==> src/rtl/udc_seg_scan.sv <==
// Display stage for the up/down counter: captures value/direction and scans a
// 4-digit active-low 7-segment display with an anti-ghost blanking window.
module udc_seg_scan #(
  parameter int REFRESH_DIV = 50000,
  parameter int BLANK_CYC   = 16
) (
  input  logic       clk,
  input  logic       rst,
  input  logic       load,
  input  logic [3:0] value,
  input  logic       dir,
  input  logic       en,
  output logic [6:0] seg,
  output logic [3:0] an,
  output logic [1:0] slot,
  output logic       frame
);

  localparam int CW = (REFRESH_DIV > 1) ? $clog2(REFRESH_DIV) : 1;

  localparam logic [6:0] SEG_OFF  = 7'h7F;
  localparam logic [6:0] SEG_DASH = 7'h3F;
  localparam logic [6:0] SEG_UP   = 7'h41;
  localparam logic [6:0] SEG_DOWN = 7'h21;

  logic [CW-1:0] r_cnt;
  logic [1:0]    r_slot;
  logic [3:0]    r_val_q;
  logic          r_dir_q;
  logic          r_wrap_q;
  logic [3:0]    r_sh_val;
  logic          r_sh_dir;
  logic          r_sh_wrap;
  logic [6:0]    r_seg;
  logic [3:0]    r_an;
  logic          r_frame;

  logic          w_last;
  logic [CW-1:0] w_cnt_next;
  logic [1:0]    w_slot_next;
  logic [3:0]    w_sh_val_next;
  logic          w_sh_dir_next;
  logic          w_sh_wrap_next;
  logic          w_wrap_now;
  logic          w_dark;
  logic [3:0]    w_an_lit;
  logic [6:0]    w_seg_next;
  logic [3:0]    w_an_next;

  function automatic logic [6:0] hex_glyph(input logic [3:0] v);
    logic [6:0] g;
    case (v)
      4'h0:    g = 7'h40;
      4'h1:    g = 7'h79;
      4'h2:    g = 7'h24;
      4'h3:    g = 7'h30;
      4'h4:    g = 7'h19;
      4'h5:    g = 7'h12;
      4'h6:    g = 7'h02;
      4'h7:    g = 7'h78;
      4'h8:    g = 7'h00;
      4'h9:    g = 7'h10;
      4'hA:    g = 7'h08;
      4'hB:    g = 7'h03;
      4'hC:    g = 7'h46;
      4'hD:    g = 7'h21;
      4'hE:    g = 7'h06;
      default: g = 7'h0E;
    endcase
    return g;
  endfunction

  assign w_last      = (r_cnt == CW'(REFRESH_DIV - 1));
  assign w_cnt_next  = w_last ? '0 : r_cnt + 1'b1;
  assign w_slot_next = w_last ? r_slot + 2'd1 : r_slot;

  // Shadow samples the pre-edge capture registers, so a boundary-cycle load lands one slot later.
  assign w_sh_val_next  = w_last ? r_val_q  : r_sh_val;
  assign w_sh_dir_next  = w_last ? r_dir_q  : r_sh_dir;
  assign w_sh_wrap_next = w_last ? r_wrap_q : r_sh_wrap;

  assign w_wrap_now = (dir  && (r_val_q == 4'hF) && (value == 4'h0)) ||
                      (!dir && (r_val_q == 4'h0) && (value == 4'hF));

  assign w_dark = !en || (w_cnt_next < CW'(BLANK_CYC));

  generate
    for (genvar gi = 0; gi < 4; gi++) begin : g_an
      assign w_an_lit[gi] = (w_slot_next != 2'(gi));
    end
  endgenerate

  // Outputs are computed from the post-edge state so seg/an line up with cnt/slot.
  always_comb begin
    w_seg_next = SEG_OFF;
    w_an_next  = 4'hF;
    if (!w_dark) begin
      w_an_next = w_an_lit;
      case (w_slot_next)
        2'd0:    w_seg_next = hex_glyph(w_sh_val_next);
        2'd1:    w_seg_next = w_sh_wrap_next ? SEG_DASH : SEG_OFF;
        2'd2:    w_seg_next = SEG_OFF;
        default: w_seg_next = w_sh_dir_next ? SEG_UP : SEG_DOWN;
      endcase
    end
  end

  always_ff @(posedge clk) begin
    if (rst) begin
      r_cnt     <= '0;
      r_slot    <= 2'd0;
      r_val_q   <= 4'h0;
      r_dir_q   <= 1'b1;
      r_wrap_q  <= 1'b0;
      r_sh_val  <= 4'h0;
      r_sh_dir  <= 1'b1;
      r_sh_wrap <= 1'b0;
      r_seg     <= SEG_OFF;
      r_an      <= 4'hF;
      r_frame   <= 1'b0;
    end else begin
      r_cnt     <= w_cnt_next;
      r_slot    <= w_slot_next;
      r_sh_val  <= w_sh_val_next;
      r_sh_dir  <= w_sh_dir_next;
      r_sh_wrap <= w_sh_wrap_next;
      if (load) begin
        r_val_q  <= value;
        r_dir_q  <= dir;
        r_wrap_q <= w_wrap_now;
      end
      r_seg   <= w_seg_next;
      r_an    <= w_an_next;
      r_frame <= w_last && (r_slot == 2'd3);
    end
  end

  assign seg   = r_seg;
  assign an    = r_an;
  assign slot  = r_slot;
  assign frame = r_frame;

endmodule
==> config.mk <==
export PLATFORM = sky130hd
export DESIGN_NAME = udc_seg_scan
export DESIGN_NICKNAME = d
export VERILOG_FILES = /design/src/rtl/udc_seg_scan.sv
export SDC_FILE = /design/constraint.sdc
export NUM_CORES = 1
export LEC_CHECK = 0
export ABC_AREA = 1
export BUFFER_PORTS_ARGS = -buffer_cell sky130_fd_sc_hd__buf_2
export CAP_MARGIN = 10
export CORE_MARGIN = 2
export CORE_UTILIZATION = 53
export DETAILED_ROUTE_END_ITERATION = 6
export PLACE_DENSITY = 0.76
export REMOVE_ABC_BUFFERS = 1
export SLEW_MARGIN = 20
export SYNTH_ARGS = -nofsm -noshare
export SYNTH_HDL_FRONTEND = slang
export SYNTH_SLANG_ARGS = --single-unit
==> constraint.sdc <==
create_clock -name clk -period 2 [get_ports clk]
set_input_delay 0.1 -clock clk [delete_from_list [all_inputs] [get_ports clk]]
set_output_delay 0.1 -clock clk [all_outputs]
set_load 0.02 [all_outputs]
# Word-level counts from Yosys, hierarchy flattened
# Memory sizes are Yosys's and may differ from the RTL's.
# Cells that the tools add are included.
[word_totals]
regBits = 42
rom_bits = 112
input_bits = 9
memories = 1
[classes]
add_sub_neg = 2
n_lt_le_gt_ge = 1
eq_ne = 9
muxes = 8
reduce_logical = 14
[memory_table]
columns = ["memory", "words", "word_bits", "rd", "rd_clocked_by_memory_dff", "write_ports", "line", "rtl"]
rows = [
  ["(name not given)", 16, 7, 1, 0, 0, "52", "case (v)"],
]
[op_table]
columns = ["op", "count"]
rows = [
  ["one-hot mux 7 bit (3 select lines)", 1],
  ["adder 16 x 1 -> 16 bit, second input constant", 1],
  ["equality test 16 bit, second input constant", 1],
  ["less-than comparator 16 x 5 -> 1 bit, second input constant", 1],
  ["2-to-1 mux 16 bit", 1],
  ["2-to-1 mux 7 bit", 2],
  ["equality test 4 bit, second input constant", 2],
  ["zero test 4 bit", 2],
  ["logical AND 1 bit", 5],
  ["equality test 2 bit, second input constant", 2],
  ["2-to-1 mux 4 bit", 1],
  ["!= test 2 bit, second input constant", 2],
  ["adder 2 x 1 -> 2 bit, second input constant", 1],
  ["equality test 2 x 1 -> 1 bit, second input constant", 1],
  ["zero test 1 bit", 2],
  ["zero test 2 bit", 1],
  ["logical OR 1 bit", 2],
  ["2-to-1 mux 1 bit", 2],
  ["2-to-1 mux 2 bit", 1],
  ["!= test 2 x 1 -> 1 bit, second input constant", 1],
  ["nonzero test 2 bit", 1],
  ["OR reduction 2 bit", 1],
]

# Logic depth before layout (Yosys ltp)
# Gate-level depths: netlist of the first run.
[logic_depth]
word_depth = 5
mapped_depth = 16
mapped_depth_nobuf = 16

# Least setup slack after synthesis of the first run
# No wires, ideal clock.
[synth_path]
kind = "register -> register"
start = "reg r_cnt[0]"
end = "reg r_seg[3], in the netlist seg[3]"
setup_ns = 0.058
arrival_time_ns = 2.109
slack_ns = -0.167
stages_incl_launch_ff = 14
path_buffers = 0
period_less_slack_ns = 2.167
path_cell_list = "dfxtp_1 ha_1 nand3_2 nor2_2 nand2_1 o21ai_1 inv_1 ha_1 nand3b_1 nand3_1 nand3_1 nand2_1 nand2_1 nand2_1"
[synth_between]
elab_cells_between_ends = 13
classes_between = "add/sub: 1; order compare: 1; eq/ne: 3; mux: 4; reduce/logical: 3; memory: 1"
[synth_lines]
columns = ["element", "line", "rtl"]
rows = [
  ["start: declaration", "26", "logic [CW-1:0] r_cnt;"],
  ["start signal: assignment", "122", "r_cnt <= w_cnt_next;"],
  ["equality test 16 bit", "73", "assign w_last = (r_cnt == CW'(REFRESH_DIV - 1));"],
  ["2-to-1 mux 4 bit", "78", "assign w_sh_val_next = w_last ? r_val_q : r_sh_val;"],
  ["named net w_sh_val_next[0]", "41", "logic [3:0] w_sh_val_next;"],
  ["memory (16 x 7 bit)", "-", ""],
  ["one-hot mux 7 bit (3 select lines)", "99", "case (w_slot_next)"],
  ["end signal: assignment", "132", "r_seg <= w_seg_next;"],
  ["end: declaration", "34", "logic [6:0] r_seg;"],
]
# The timed path passes the listed nets, and every way through them passes these cells.
# A chain may end at the register's enable or synchronous reset.

# Final worst setup path of the first run
[layout_path]
start = "reg r_cnt[13]"
end = "reg r_seg[3], in the netlist seg[3]"
# The elaborated chain is that of the path after synthesis.

==> results of run 1 <==
## final timing paths
kind / startpoint / to / slack (ps) / cells after the start
setup reg to reg: r_cnt[13] / seg[3] / 5 / 14
hold / removal: load / r_val_q[0] / 80 / 2
hold reg to reg: r_sh_dir / r_sh_dir / 480 / 2
setup / recovery: r_cnt[13] / seg[3] / 5 / 14
## flip-flops by register name, summed over array words and instances, names as in the netlist
register,cells
r_sh_dir,1
r_val_q,4
r_wrap_q,1
an,4
r_cnt,16
r_dir_q,1
r_sh_wrap,1
r_sh_val,4
frame,1
slot,2
seg,7
## per-layer routing
| layer | GRT usage | up-vias | wire, µm | share of wire |
|---|---|---|---|---|
| li1 | - | 1173 | - | - |
| met1 | 0.3011 | 1075 | 2598 | 0.43 |
| met3 | 0.05051 | 14 | 467 | 0.078 |
| met2 | 0.3693 | 114 | 2788 | 0.47 |
| met4 | 0.06197 | 0 | 129 | 0.022 |
| met5 | 0 | - | 0 | 0 |
## cells by family after synthesis
family / share of synthesized area
adder cells (fa/ha/maj): 0.07605
XOR/XNOR: 0.01901
AND/OR/NAND/NOR: 0.3933
AO/OA/AOI/OAI: 0.06518
buffers and inverters: 0.08148
flip-flops: 0.3650
## cell usage after synthesis (all sizes together) (2+ instances only)
cell type / number
inv: 44
nand3b: 3
dfxtp: 42
a21oi: 11
o21ai: 12
nor4: 2
nor2: 64
ha: 14
nand2: 96
nand3: 31
xnor2: 2
xor2: 3
o211ai: 2
clkbuf: 3
nand4: 3
## worst max-delay path, stage by stage (launching register included)
cell and delay (ps):
dfxtp_1 380, nor2_1 180, nand2_1 120, nor2_4 140, nand2_4 90, o21ai_4 170, inv_2 80, buf_6 120
ha_1 180, nand2_1 90, nand3_1 80, nand3_1 80, nand2_1 60, nand2_1 60, nand2_1 50
## stage by stage
| stage | total power, mW | cells | utilization | worst slack [ps] |
|---|---|---|---|---|
| finish | 1.733 | 448 | 0.7486 | 4.839 |
| global route | 1.781 | 448 | 0.7486 | -81.20 |
| CTS | 1.729 | 441 | 0.6904 | -11.95 |
| detailed placement | 0.9377 | 433 | 0.6519 | -66.57 |
| global placement | 0.9348 | 433 | 0.6519 | 21.24 |
| floorplan | 0.9028 | 333 | - | -168.3 |
## layout make-up
type,instances,area share
sequential,42,0.2789
tap,50,0.02045
multi-input combinational,247,0.4753
clock inverter,3,0.02249
clock buffer,5,0.02249
inverter,44,0.05481
timing repair buffer,57,0.1256
## power breakdown
group,internal (mW),switching [mW]
Sequential,0.848,0.0125
Combinational,0.0287,0.0381
Clock,0.500,0.305
## cells in the final DEF, fill, tap and decap left out, types with 2 or more instances in the layout
master / instances
a21oi_1: 9
a21oi_2: 2
buf_2: 22
buf_4: 32
buf_6: 3
bufinv_16: 2
clkbuf_8: 5
dfxtp_1: 34
dfxtp_2: 7
ha_1: 10
ha_4: 3
inv_1: 34
inv_2: 9
nand2_1: 77
nand2_2: 15
nand2_4: 4
nand3_1: 26
nand3_2: 3
nand3_4: 2
nand3b_1: 3
nand4_1: 3
nor2_1: 49
nor2_2: 8
nor2_4: 7
nor4_1: 2
o211ai_1: 2
o21ai_0: 8
o21ai_2: 2
xnor2_1: 2
xor2_1: 2
## what timing repair did
item / CTS / global route
buffers inserted: 0 / 7
endpoints found under the setup margin: 7 / 11
pin swaps: 1 / 20
gates resized for setup: 6 / 53
==> results.toml, run 1 <==
[hold_path]
hp-class = "in -> reg"

[critical_path]
cp-start-kind = "flip-flop"
cp-end-kind = "flip-flop"
critPathKind = "reg -> reg"
required_ps = 2190
cp_data_arrival_time_ps = 2190
cp_max_fo = 4

[timing]
tightest_slew_ps = 447.4
rsz0062_at_grt = "yes"
fin_setup_tns_ps = 0
setup_viol = 0
fin_crit_ps = 1995
period_share = 0.9976
slew_violations = 0
clock-skew-final_ps = 4.692
hold_ws_ps = 75.83
hold_violations = 0
slew_headroom = 0.7017
fmax_ghz = 0.5012

[placement]
place_area_um2 = 2664
gp_congestion = 0.8754
hpwl_mm = 3.941
portBuffers = 22

[detailed_routing]
wl_per_cell_um = 13.36
drc = 0
via_count = 2376
drt-initial-drc-count = 153
wirelength_mm = 5.984
avgViaCountPerCell = 5.304
first_pass_iters = 5
ant_nets = 0

[clock_tree]
cts_hold_buffers = 0
cts_sinks = 42
clockRootBuffer = "clkbuf_8"
clk_pin_slew_worst_paths_ps = 80
cts.path.max_buffers = 2
htree_levels = 2
cts_tree = "built"
clock_latency_ps = 290
cts_inserted_buffers = 5

[final_layout]
antennaDiodeCount = 0
drive_gt1_frac = 0.3342
fillers = 298
seqCellArea_um2 = 853.3
multi_input_area_um2 = 1454
final_area_um2 = 3059
syn_to_final_growth_pct = 32.81
nets = 420

[global_routing]
track_usage = 0.2261
grt_pass1_wl_mm = 9.059
antenna_found_initial = 0
first_global_vias = 2121
grt_overflow = 0
grt_max_degree = 23

[power_and_ir_drop]
power.density_nw_per_um2 = 566.4
p_leak_nw = 1.441
max-vdd-ir-drop_uv = 518.3

[synthesis]
syn_inst = 337
synth_area_um2 = 2303
ys_seq_elements = 42
synth_cell_type_count = 28
synthTopCellsByArea = "dfxtp_1 (37%), nand2_1 (13%), nor2_1 (9.3%), ha_1 (7.6%), inv_1 (6.8%)"
synth_edf_count = 0
synthFlopType = "dfxtp_1"
synth_top_area_share = 0.3650
synth_top_area_cell = "dfxtp_1"
async_flop_share = 0
syn_avg_cell_area_um2 = 6.835
yosysSeqAreaShare = 0.3650
synth-warning-count = 0

[floorplan]
dieArea_um2 = 4890
dieWidth_um = 69.93
die_y_um = 69.93
initial_core_util = 0.5637
pin_count = 23
rows = 23
core-area_um2 = 4086

[status]
status = "completed"

[run]
max_cap_violations = 0
(Power assumes the default switching activity.)
==> inputs of run 2 (changes only) <==
--- a/config.mk
+++ b/config.mk
@@ -5,13 +5,12 @@
 export SDC_FILE = /design/constraint.sdc
 export NUM_CORES = 1
 export LEC_CHECK = 0
-export ABC_AREA = 1
 export BUFFER_PORTS_ARGS = -buffer_cell sky130_fd_sc_hd__buf_2
 export CAP_MARGIN = 10
 export CORE_MARGIN = 2
-export CORE_UTILIZATION = 53
+export CORE_UTILIZATION = 52
 export DETAILED_ROUTE_END_ITERATION = 6
-export PLACE_DENSITY = 0.76
+export PLACE_DENSITY = 0.75
 export REMOVE_ABC_BUFFERS = 1
 export SLEW_MARGIN = 20
 export SYNTH_ARGS = -nofsm -noshare
==> constraint.sdc (replaced) <==
create_clock -name clk -period 2 [get_ports clk]
set_input_delay 0 -clock clk [delete_from_list [all_inputs] [get_ports clk]]
set_output_delay 0 -clock clk [all_outputs]
set_load 0.02 [all_outputs]
==> run 2 against run 1 <==
  * The flow now finishes with violations (negative setup slack)
  * Critical path type unchanged
  * Flip-flop and latch count unchanged
  * Combinational power increased by 19%
  * Setup slack lost 600 ps
  * Synthesized area down 3.0%
  * Clock skew rose by 5.8 ps
  * Register-to-register slack worse by 600 ps
  * Final cell count decreased by 13%
  * First-iteration DRC count grew 74%
==> results.toml, run 2 <==
[status]
status = "finished with violations"
violations = "negative setup slack"

[critical_path]
cp_data_arrival_time_ps = 2830
cp_num_buf_inv = 1
reg2reg_slack_ps = -600
critPathKind = "reg -> reg"
cpPeakStageDelay_ps = 540
cp-end-kind = "flip-flop"
crit_path_top_delay_cell = "or4b_4"
crit_cells = 9
cp_max_fo = 7
cp_top_family = "simple AND/OR/NAND/NOR gates"
rr_worst_depth = 9
cp-start-kind = "flip-flop"
required_ps = 2230
cp_cell_sequence = "or4b_4 > nor4_4 > nand2_4 > xor2_2 > buf_4 > ha_4 > nand4_1 > o211a_1 > o21ai_0"

[synthesis]
ys_seq_elements = 42
syn_inst = 251
synthFlopType = "dfxtp_1"
synth.most_common_cell = "dfxtp_1"
yosysSeqAreaShare = 0.3765
synth_edf_count = 0
synth_top_area_share = 0.3765
synth_cell_type_count = 49
synth_top_area_cell = "dfxtp_1"
synth_area_um2 = 2233
synth-warning-count = 0
async_flop_share = 0
syn_avg_cell_area_um2 = 8.898
yosys-top-cells-count = "dfxtp_1 (42), nor2_1 (40), nand2_1 (15)"
synthTopCellsByArea = "dfxtp_1 (38%), ha_1 (7.8%), nor2_1 (6.7%), mux2i_1 (5.4%), xnor2_1 (5.1%)"

[timing]
tightest_slew_ps = 354.7
slew_violations = 0
clock-skew-final_ps = 10.45
hold_violations = 0
fmax_ghz = 0.3847
fin_ws_ps = -599.2
setup_viol = 15
rsz0062_at_grt = "yes"
fin_setup_tns_ps = -4607
period_share = 1.300
fin_crit_ps = 2599
slew_headroom = 0.7610

[power_and_ir_drop]
combinationalPowerShare = 0.054
p_leak_nw = 1.382
p_total_mw = 1.473
swShare = 0.2316
max-vdd-ir-drop_uv = 410.6
p_int_mw = 1.132
power.density_nw_per_um2 = 443.8
switchingPower_mw = 0.3410
pwr-share-seq = 0.587
power.share.clock = 0.359

[final_layout]
nets = 363
post-route-util = 0.8178
fin_cells = 390
largest_reg_flops = 16
top_register = "r_cnt"
layout_common_cells = "buf_4 (60), dfxtp_1 (38), nor2_1 (35)"
syn_to_final_growth_pct = 48.57
final_common_cell = "buf_4"
antennaDiodeCount = 0
drive_gt1_frac = 0.4353

[clock_tree]
cts_sinks = 42
clk_pin_slew_worst_paths_ps = 80
clockRootBuffer = "clkbuf_8"
cts_inserted_buffers = 5
clock_latency_ps = 310
htree_levels = 2
cts.path.max_buffers = 2
cts_tree = "built"

[detailed_routing]
drt-initial-drc-count = 266
wirelength_mm = 7.069
drc = 0
wl_per_cell_um = 18.13
first_pass_iters = 5
avgViaCountPerCell = 5.967
via_count = 2327
ant_nets = 0

[global_routing]
antenna_found_initial = 0
grt_max_degree = 19
first_global_vias = 1983
track_usage = 0.2397
grt_overflow = 0
grt_pass1_wl_mm = 9.252

[placement]
gp_congestion = 0.9137
hpwl_mm = 3.787
dpl.cell_count = 363
portBuffers = 22

[run]
max_cap_violations = 0

[hold_path]
whs_path_depth = 2
hp-class = "in -> reg"

[floorplan]
pin_count = 23
core-area_um2 = 4058
rows = 23
initial_core_util = 0.5504
dieArea_um2 = 4835
dieWidth_um = 69.54
die_y_um = 69.54
## run 2: changes by cell type in the layout (fill, tap and decap cells not counted), sizes merged, moves of 14 or more
cell,delta
nand3,-20
inv,-34
nor2,-24
buf,+31
mux2i,+14
nand2,-80
## run 2: logic make-up (layout without fill, tap and decap cells)
kind of cell | count (synthesis) | after routing | share of synthesized area
xor gates and xnor gates | 20 | 20 | 0.07843
AOI/OAI and AO/OA | 29 | 29 | 0.09188
buffers and inverters | 22 | 111 | 0.04258
DFF | 42 | 42 | 0.3765
muxes | 16 | 16 | 0.08571
and+or+nand+nor | 108 | 108 | 0.2465
adders and majority gates | 14 | 14 | 0.07843
## run 2: area by class of cell
type,instances,area [µm²]
Multi-Input combinational cell,187,1608
Sequential cell,42,845.8
Fill cell,228,739.5
Timing Repair Buffer,94,685.7
Clock buffer,7,76.32
Tap cell,50,62.56
Inverter,10,40.04
## run 2: worst paths after layout
kind | from | to
max | r_cnt[12] | seg[6]
min | load | r_wrap_q
max reg2reg | r_cnt[12] | seg[6]
min reg2reg | r_cnt[0] | r_cnt[0]
## run 2: timing repair
action | CTS | global route
setup buffers | 4 | 9
setup endpoints to repair | 11 | 31
endpoints found under the hold margin | 5 | 0
hold buffers | 5 | 0
pin swaps | 9 | 13
gates cloned | 1 | 1
resized for setup | 38 | 35
## run 2: worst reg2reg max path, delay by kind of cell, from the launching register on
| kind | cells | cell delay (ps) |
|---|---|---|
| xor+xnor | 1 | 240 |
| flops | 1 | 330 |
| simple gates | 4 | 1150 |
| compound gates | 2 | 450 |
| buf+inv | 1 | 180 |
| fa+ha+maj | 1 | 180 |
## run 2: power by group through the flow
stage / clock, mW / sequential [mW] / combinational [mW]
global placement: 0 / 0.878 / 0.0608
detailed placement: 0 / 0.878 / 0.0621
floorplan: 0 / 0.878 / 0.0268
finish: 0.528 / 0.865 / 0.0797
CTS: 0.525 / 0.863 / 0.0729
global route: 0.562 / 0.866 / 0.0888
## run 2: stage by stage
stage	area [µm²]	setup WS, ps	hold slack (ps)
6_report	3318	-599.2	51.86
4_1_cts	3073	-463.9	49.10
3_5_place_dp	2739	-529.6	247.3
2_1_floorplan	2176	-852.2	72.14
3_3_place_gp	2739	-452.5	244.6
5_1_grt	3318	-696.1	79.93
## run 2: metal layers
layer	share of wire	track usage	up-vias
met5	0	0	-
met1	0.41	0.3060	1091
met3	0.077	0.06977	35
met4	0.039	0.08279	0
met2	0.47	0.3868	146
li1	-	-	1055
==> inputs of run 3 (changes only) <==
--- a/config.mk
+++ b/config.mk
@@ -5,12 +5,15 @@
 export SDC_FILE = /design/constraint.sdc
 export NUM_CORES = 1
 export LEC_CHECK = 0
+export ABC_AREA = 1
 export BUFFER_PORTS_ARGS = -buffer_cell sky130_fd_sc_hd__buf_2
 export CAP_MARGIN = 10
 export CORE_MARGIN = 2
-export CORE_UTILIZATION = 52
+export CORE_UTILIZATION = 54
+export CTS_BUF_LIST = sky130_fd_sc_hd__clkbuf_8
+export CTS_CLUSTER_SIZE = 12
 export DETAILED_ROUTE_END_ITERATION = 6
-export PLACE_DENSITY = 0.75
+export PLACE_DENSITY = 0.77
 export REMOVE_ABC_BUFFERS = 1
 export SLEW_MARGIN = 20
 export SYNTH_ARGS = -nofsm -noshare
==> run 3 against run 2 <==
  * The run still ends with negative setup slack left
  * Non-clock buffer count fell by 35
  * Hold slack lost 51 ps
  * Clock-buffer cell count shrank 2
  * Sequential power down 0.5%
  * Critical path type unchanged
  * Highest routed layer unchanged
==> results.toml, run 3 (synthesis results as in run 1) <==
[floorplan]
die_y_um = 69.31
core-area_um2 = 4058
rows = 23
dieArea_um2 = 4804
pin_count = 23
initial_core_util = 0.5677
dieWidth_um = 69.31

[hold_path]
hp-class = "in -> reg"
min_from = "dir"
whs_path_depth = 3
hold_path_end = "r_dir_q"

[critical_path]
required_ps = 2250
cp-end-kind = "flip-flop"
critPathKind = "reg -> reg"
cp-start-kind = "flip-flop"
reg2reg_slack_ps = -50
rr_worst_depth = 13
r2r_end = "seg[5]"
r2r-start = "r_cnt[1]"
cp_max_fo = 4
cp_data_arrival_time_ps = 2300

[detailed_routing]
highest_layer = "met4"
first_pass_iters = 5
wl_per_cell_um = 12.97
routed-wl-met2_mm = 2.679
wirelength_met1_mm = 2.703
ant_nets = 0
drc = 0
wirelength_mm = 5.836
drt-initial-drc-count = 178
via_count = 2335
avgViaCountPerCell = 5.189
met3_length_um = 349

[clock_tree]
clk_pin_slew_worst_paths_ps = 90
clock_latency_ps = 300
clockRootBuffer = "clkbuf_8"
cts_sinks = 42
htree_levels = 2
cts_inserted_buffers = 5
cts.path.max_buffers = 2
cts_tree = "built"

[timing]
slew_violations = 0
fin_ws_ps = -45.87
hold_ws_ps = 0.5485
slew_headroom = 0.7167
fin_setup_tns_ps = -129.1
period_share = 1.023
clock-skew-final_ps = 12.06
setup_viol = 6
fmax_ghz = 0.4888
fin_crit_ps = 2046
rsz0062_at_grt = "yes"
tightest_slew_ps = 424.9
hold_violations = 0

[power_and_ir_drop]
power.density_nw_per_um2 = 500.3
p_leak_nw = 1.382
max-vdd-ir-drop_uv = 408.5

[placement]
hpwl_mm = 3.933
gp_congestion = 0.9049
portBuffers = 22

[global_routing]
grt_overflow = 0
antenna_found_initial = 0
grt_max_degree = 23
track_usage = 0.2250
grt_pass1_wl_mm = 8.873
first_global_vias = 2036

[status]
violations = "negative setup slack"
status = "finished with violations"

[final_layout]
layout_common_cells = "nand2_1 (79), nor2_1 (48), inv_1 (35)"
drive_gt1_frac = 0.3350
fillers = 307
syn_to_final_growth_pct = 30.31
nets = 422
top_register = "r_cnt"
largest_reg_flops = 16
final_common_cell = "nand2_1"
antennaDiodeCount = 0

[run]
max_cap_violations = 0
-- run 3: cell types whose count changed in the layout (fill, tap and decap cells not counted), moves of 7 or more --
| cell | change |
|---|---|
| mux2i_1 | -7 |
| nand2_2 | +13 |
| nand3_1 | +14 |
| nor2_2 | +9 |
| inv_1 | +30 |
| nor2_1 | +13 |
| buf_4 | -30 |
| nand2_1 | +66 |
| a21oi_1 | +8 |
| mux2i_4 | -7 |
| xnor2_1 | -11 |
-- run 3: metal layers --
layer	GRT usage	up-vias
met2	0.3536	92
met5	0	-
li1	-	1177
met1	0.3083	1052
met4	0.08061	0
met3	0.04215	14
-- run 3: power breakdown --
group,total [mW],internal [mW],switching (mW)
registers,0.861,0.848,0.0126
clock network,0.569,0.246,0.323
logic,0.0721,0.0346,0.0375
-- run 3: cell type report --
type / count / area (µm²) / area share
clock buffers: 5 / 68.82 / 0.02293
clock inverters: 3 / 21.27 / 0.007086
inverters: 44 / 167.7 / 0.05586
multi-input cells: 247 / 1419 / 0.4727
flip-flops and latches: 42 / 854.6 / 0.2847
well taps: 50 / 62.56 / 0.02084
repair buffers: 59 / 407.9 / 0.1359
-- run 3: stage by stage --
| stage | std cells | power (mW) | utilization | instance area (µm²) | worst slack [ps] |
|---|---|---|---|---|---|
| final | 450 | 1.502 | 0.7397 | 3002 | -45.87 |
| after global routing | 450 | 1.552 | 0.7397 | 3002 | -145.9 |
| after CTS | 448 | 1.492 | 0.7000 | 2840 | 2.069 |
| after detailed placement | 434 | 0.9362 | 0.6583 | 2671 | -74.50 |
| after global placement | 434 | 0.9342 | 0.6583 | 2671 | -32.66 |
| after floorplan | 333 | 0.9028 | - | 2281 | -168.3 |
-- run 3: worst max path at each step --
stage	startpoint	to	slack, ps
2_1_floorplan	r_cnt[0]	seg[3]	-170
3_3_place_gp	r_cnt[0]	seg[5]	-30
3_5_place_dp	r_cnt[0]	seg[5]	-70
5_1_grt	r_cnt[1]	seg[6]	-150
6_report	r_cnt[1]	seg[5]	-50
4_1_cts	r_cnt[0]	seg[5]	2
-- run 3: critical path, cell delays in order (launching register included) --
cell     delay, ps
dfxtp_2        360
ha_4           160
nand3_4        100
nor2_2         180
nand2_2        120
o21ai_2        230
buf_6          140
ha_2           200
nand3_2        100
a21oi_2        170
o21ai_2         70
nand2_1         60
nand2_1         60
nand2_1         60
-- run 3: repair_timing --
item,4_1_cts,5_1_grt
gates resized for setup,7,45
endpoints found under the hold margin,4,0
buffers inserted,1,2
hold buffers,5,0
setup endpoints to repair,7,11
pin swaps,4,19
